--- config.mk ---
export PLATFORM = sky130hd
export DESIGN_NAME = edge_to_level_driver
export DESIGN_NICKNAME = d
export VERILOG_FILES = /design/src/rtl/edge_to_level_driver.sv
export SDC_FILE = /design/constraint.sdc
export NUM_CORES = 1
export LEC_CHECK = 0
export CORE_ASPECT_RATIO = 0.6
export CORE_UTILIZATION = 40
export CTS_BUF_LIST = sky130_fd_sc_hd__clkbuf_4 sky130_fd_sc_hd__clkbuf_8
export DETAILED_ROUTE_END_ITERATION = 12
export GPL_TIMING_DRIVEN = 0
export HOLD_SLACK_MARGIN = 0.15
export PLACE_DENSITY = 0.51
export SLEW_MARGIN = 15
export SYNTH_ARGS = -nofsm -noshare
export SYNTH_HDL_FRONTEND = slang
export SYNTH_SLANG_ARGS = --single-unit
--- constraint.sdc ---
create_clock -name clk -period 3.7 [get_ports clk]
set_clock_uncertainty 0.2 [all_clocks]
set_input_delay 1.11 -clock clk [delete_from_list [all_inputs] [get_ports clk]]
set_output_delay 1.11 -clock clk [all_outputs]
set_load 0.05 [all_outputs]
--- src/rtl/edge_to_level_driver.sv ---
// Turns per-bit one-cycle change pulses back into held levels.
// mode 0 stretches each pulse to HOLD_CYCLES high cycles (retriggerable); mode 1 toggles the bit.
module edge_to_level_driver #(
    parameter int unsigned NUM_BITS    = 18,
    parameter int unsigned HOLD_CYCLES = 25000000,
    localparam int unsigned CNT_W      = $clog2(HOLD_CYCLES + 1)
) (
    input  logic                clk,
    input  logic                reset,
    input  logic [NUM_BITS-1:0] edge_in,
    input  logic                mode,
    input  logic                clear,
    output logic [NUM_BITS-1:0] level_out,
    output logic                busy
);

    typedef enum logic {ModeStretch = 1'b0, ModeToggle = 1'b1} mode_e;

    logic [CNT_W-1:0]    cnt_q [NUM_BITS];
    logic [CNT_W-1:0]    cnt_d [NUM_BITS];
    logic [NUM_BITS-1:0] level_q, level_d;
    mode_e               mode_q;
    logic                flush;

    // A mode change wipes every channel so no stale hold or toggle state survives the switch.
    assign flush = clear | (mode != mode_q);

    always_comb begin
        level_d = level_q;
        for (int i = 0; i < NUM_BITS; i++) begin
            cnt_d[i] = cnt_q[i];
        end
        if (flush) begin
            level_d = '0;
            for (int i = 0; i < NUM_BITS; i++) begin
                cnt_d[i] = '0;
            end
        end else begin
            for (int i = 0; i < NUM_BITS; i++) begin
                if (mode_q == ModeStretch) begin
                    if (edge_in[i]) begin
                        cnt_d[i]   = CNT_W'(HOLD_CYCLES);
                        level_d[i] = 1'b1;
                    end else if (cnt_q[i] != '0) begin
                        cnt_d[i]   = cnt_q[i] - CNT_W'(1);
                        level_d[i] = (cnt_q[i] != CNT_W'(1));
                    end
                end else begin
                    cnt_d[i] = '0;
                    if (edge_in[i]) begin
                        level_d[i] = ~level_q[i];
                    end
                end
            end
        end
    end

    always_ff @(posedge clk) begin
        if (reset) begin
            level_q <= '0;
            mode_q  <= mode_e'(mode);
            for (int i = 0; i < NUM_BITS; i++) begin
                cnt_q[i] <= '0;
            end
        end else begin
            level_q <= level_d;
            mode_q  <= mode_e'(mode);
            for (int i = 0; i < NUM_BITS; i++) begin
                cnt_q[i] <= cnt_d[i];
            end
        end
    end

    assign level_out = level_q;
    assign busy      = |level_q;

endmodule

==> impl_metrics.py <==
metrics = {
    "critical_path": {
        "cp.arrival_ps": 2380,
        "cp-end-kind": "output pin",
        "critical_path_class": "reg -> out",
        "critPathLaunchType": "flop",
        "crit_path_max_incr_delay_ps": 470,
        "path_delay_family": "simple AND/OR/NAND/NOR gates",
        "path_buf_inv": 1,
        "cp_max_fo": 4,
        "path_cells": "nor4_4 -> nand3_2 -> or4_1 -> buf_2",
        "critPathRequiredTime_ps": 2390,
        "slowest_stage": "nor4_4",
    },
    "synth": {
        "synth_area_per_cell_um2": 8.486,
        "seq_area_frac_synth": 0.3909,
        "synth_nets": 2904,
        "syn_inst": 2830,
        "async_flop_share": 0,
        "synth-edff-count": 0,
        "yosys.cell_types.count": 68,
        "syn_area_um2": 24020,
        "ys_ff_latch": 469,
        "yosysWarningCount": 0,
        "synthFlopType": "dfxtp_1",
    },
    "timing": {
        "finalHoldViolations": 0,
        "setup_violations": 0,
        "worst_slack_ps": 12.03,
        "max_slew.worst_pin.slew_ps": 1187,
        "rsz0062_at_grt": "yes",
        "post-route-min-period_ps": 3688,
        "maxSlewHeadroom": 0.2015,
        "drv_slew": 0,
        "finalCritPeriodShare": 0.9967,
        "fmax_mhz": 271.2,
    },
    "routing": {
        "drtIter0Drc": 1712,
        "viasPerCell": 5.933,
        "first_pass_iters": 8,
        "drc": 0,
        "wirelength_um": 72190,
        "num_vias": 22481,
        "post_drt_wl_per_cell_um": 19.05,
        "ant_nets": 0,
    },
    "finish": {
        "multi_input_area_um2": 13870,
        "drive_gt1_frac": 0.07580,
        "final_cell_mix": "dfxtp_1 (469), nor2_1 (258), a21oi_1 (197), or4_1 (129), or3_1 (128)",
        "area.sequential_um2": 9389,
        "syn_to_final_growth_pct": 13.40,
        "fillers": 5807,
        "final_area_um2": 27230,
        "final_common_cell": "dfxtp_1",
        "antenna-diode-count": 0,
        "nNetsFinal": 3022,
        "finish.utilization": 0.4599,
    },
    "min_path": {
        "hp-class": "reg -> reg",
    },
    "placed_design": {
        "hpwl_um": 50470,
        "routabilityCongestion": 0.8568,
        "dpl_cell_area_um2": 25360,
        "pre_cts_ws_ps": -1318,
        "io_buffers": 35,
    },
    "die": {
        "core_area_um2": 59220,
        "fp.dieW_um": 318.3,
        "pin_count": 41,
        "die_h_um": 191.8,
        "rows": 69,
        "die-area_um2": 61060,
        "start_util": 0.4055,
    },
    "clock_tree": {
        "cts_root_buf": "clkbuf_8",
        "clock_latency_ps": 680,
        "clk_pin_slew_ps": 60,
        "clk_path_buf_depth": 3,
        "post-cts-setup-buffers": 0,
        "cts_tree": "built",
        "htree_num_levels": 3,
        "numCtsBuffers": 80,
        "clock-sinks": 469,
    },
    "grt": {
        "grt_overflow": 0,
        "grt_pass1_vias": 20618,
        "grt_max_degree": 11,
        "antenna_found_initial": 0,
        "grtUsageTotal": 0.2338,
        "grt_pass1_wl_um": 114900,
    },
    "power": {
        "power_density_nw_per_um2": 509.5,
        "p_leak_nw": 10.84,
        "ir_drop_uv": 225.5,
    },
    "outcome": {
        "outcome": "completed",
    },
    "job": {
        "cap_violations": 0,
    },
}
sequential cells by signal, indices dropped and copies added, names as in the netlist:
signal and count:
cnt_q 450, level_out 18, mode_q 1
cell usage after synthesis (all sizes together), types with 66 or more instances:
| library cell | count | share of area |
|---|---|---|
| inv | 73 | 0.011 |
| nor3 | 108 | 0.023 |
| clkbuf | 134 | 0.021 |
| or3 | 129 | 0.034 |
| o31ai | 87 | 0.027 |
| or4 | 130 | 0.041 |
| nor4 | 116 | 0.032 |
| o21ai | 107 | 0.022 |
| a21oi | 197 | 0.041 |
| nand4 | 66 | 0.017 |
| nand2 | 89 | 0.014 |
| nor2 | 258 | 0.040 |
| a31oi | 92 | 0.024 |
| xor2 | 123 | 0.045 |
| dfxtp | 469 | 0.39 |
| xnor2 | 92 | 0.034 |
cell type report:
class                   count  share of cell area
plain buffers             146             0.02136
clock buffers             122             0.05775
clock inverters            20            0.007626
inverters                  76             0.01047
multi-input cells        2139              0.5092
flip-flops and latches    469              0.3447
well taps                 781             0.03588
repair buffers             36             0.01296
worst register-to-register path, delay by kind of cell, from the launching register on:
family / cells / cell delay (ps)
simple gates: 1 / 210
flops: 1 / 370
buf+inv: 4 / 2470
compound gates: 1 / 100
path summary, 6_finish.rpt:
| kind | from | endpoint | slack, ps | cells past startpoint |
|---|---|---|---|---|
| setup / recovery | level_out[3]$_SDFFE_PP0P_ | busy | 10 | 4 |
| hold / removal | cnt_q[6][1]$_SDFFE_PP0P_ | cnt_q[6][1]$_SDFFE_PP0P_ | 260 | 2 |
| hold reg to reg | cnt_q[6][1]$_SDFFE_PP0P_ | cnt_q[6][1]$_SDFFE_PP0P_ | 260 | 2 |
| setup reg to reg | mode_q$_DFF_P_ | cnt_q[15][19]$_SDFFE_PP0P_ | 210 | 6 |
layer usage:
layer	GRT usage	vias to the layer above	part of all wire
li1	-	10994	-
met1	0.3620	10799	0.53
met2	0.3232	591	0.39
met3	0.04365	97	0.056
met4	0.06224	0	0.019
met5	0	-	0
repair_timing:
action	4_1_cts	5_1_grt
endpoints found under the setup margin	302	6
hold buffers	0	0
gates resized for setup	17	14
pin swaps	0	1
logic make-up (layout without fill, tap and decap cells):
kind of cell,Yosys count,in the layout,share of synthesized area
and+or+nand+nor,1166,1166,0.2781
AOI/OAI and AO/OA,701,701,0.1882
DFF,469,469,0.3909
buffers and inverters,222,400,0.03511
xor gates and xnor gates,215,215,0.07841
adders and majority gates,52,52,0.02709
muxes,5,5,0.002136
power by group:
group	switching [mW]	leakage [nW]	internal, mW
clock network	2.28	0.941	2.99
logic	2.06	6.10	1.25
registers	0.135	3.79	5.17
stage by stage:
stage / hold slack, ps / std cells / power (mW) / TNS, ps
after floorplan: 231.8 / 2830 / 7.845 / 0
after global placement: 240.3 / 3646 / 8.582 / -611180
after detailed placement: 259.3 / 3647 / 8.643 / -314600
after CTS: 265.6 / 3789 / 13.97 / -327.2
after global routing: 290.8 / 3789 / 14.63 / -74.24
final: 264.5 / 3789 / 13.88 / 0
(Power assumes the default switching activity.)
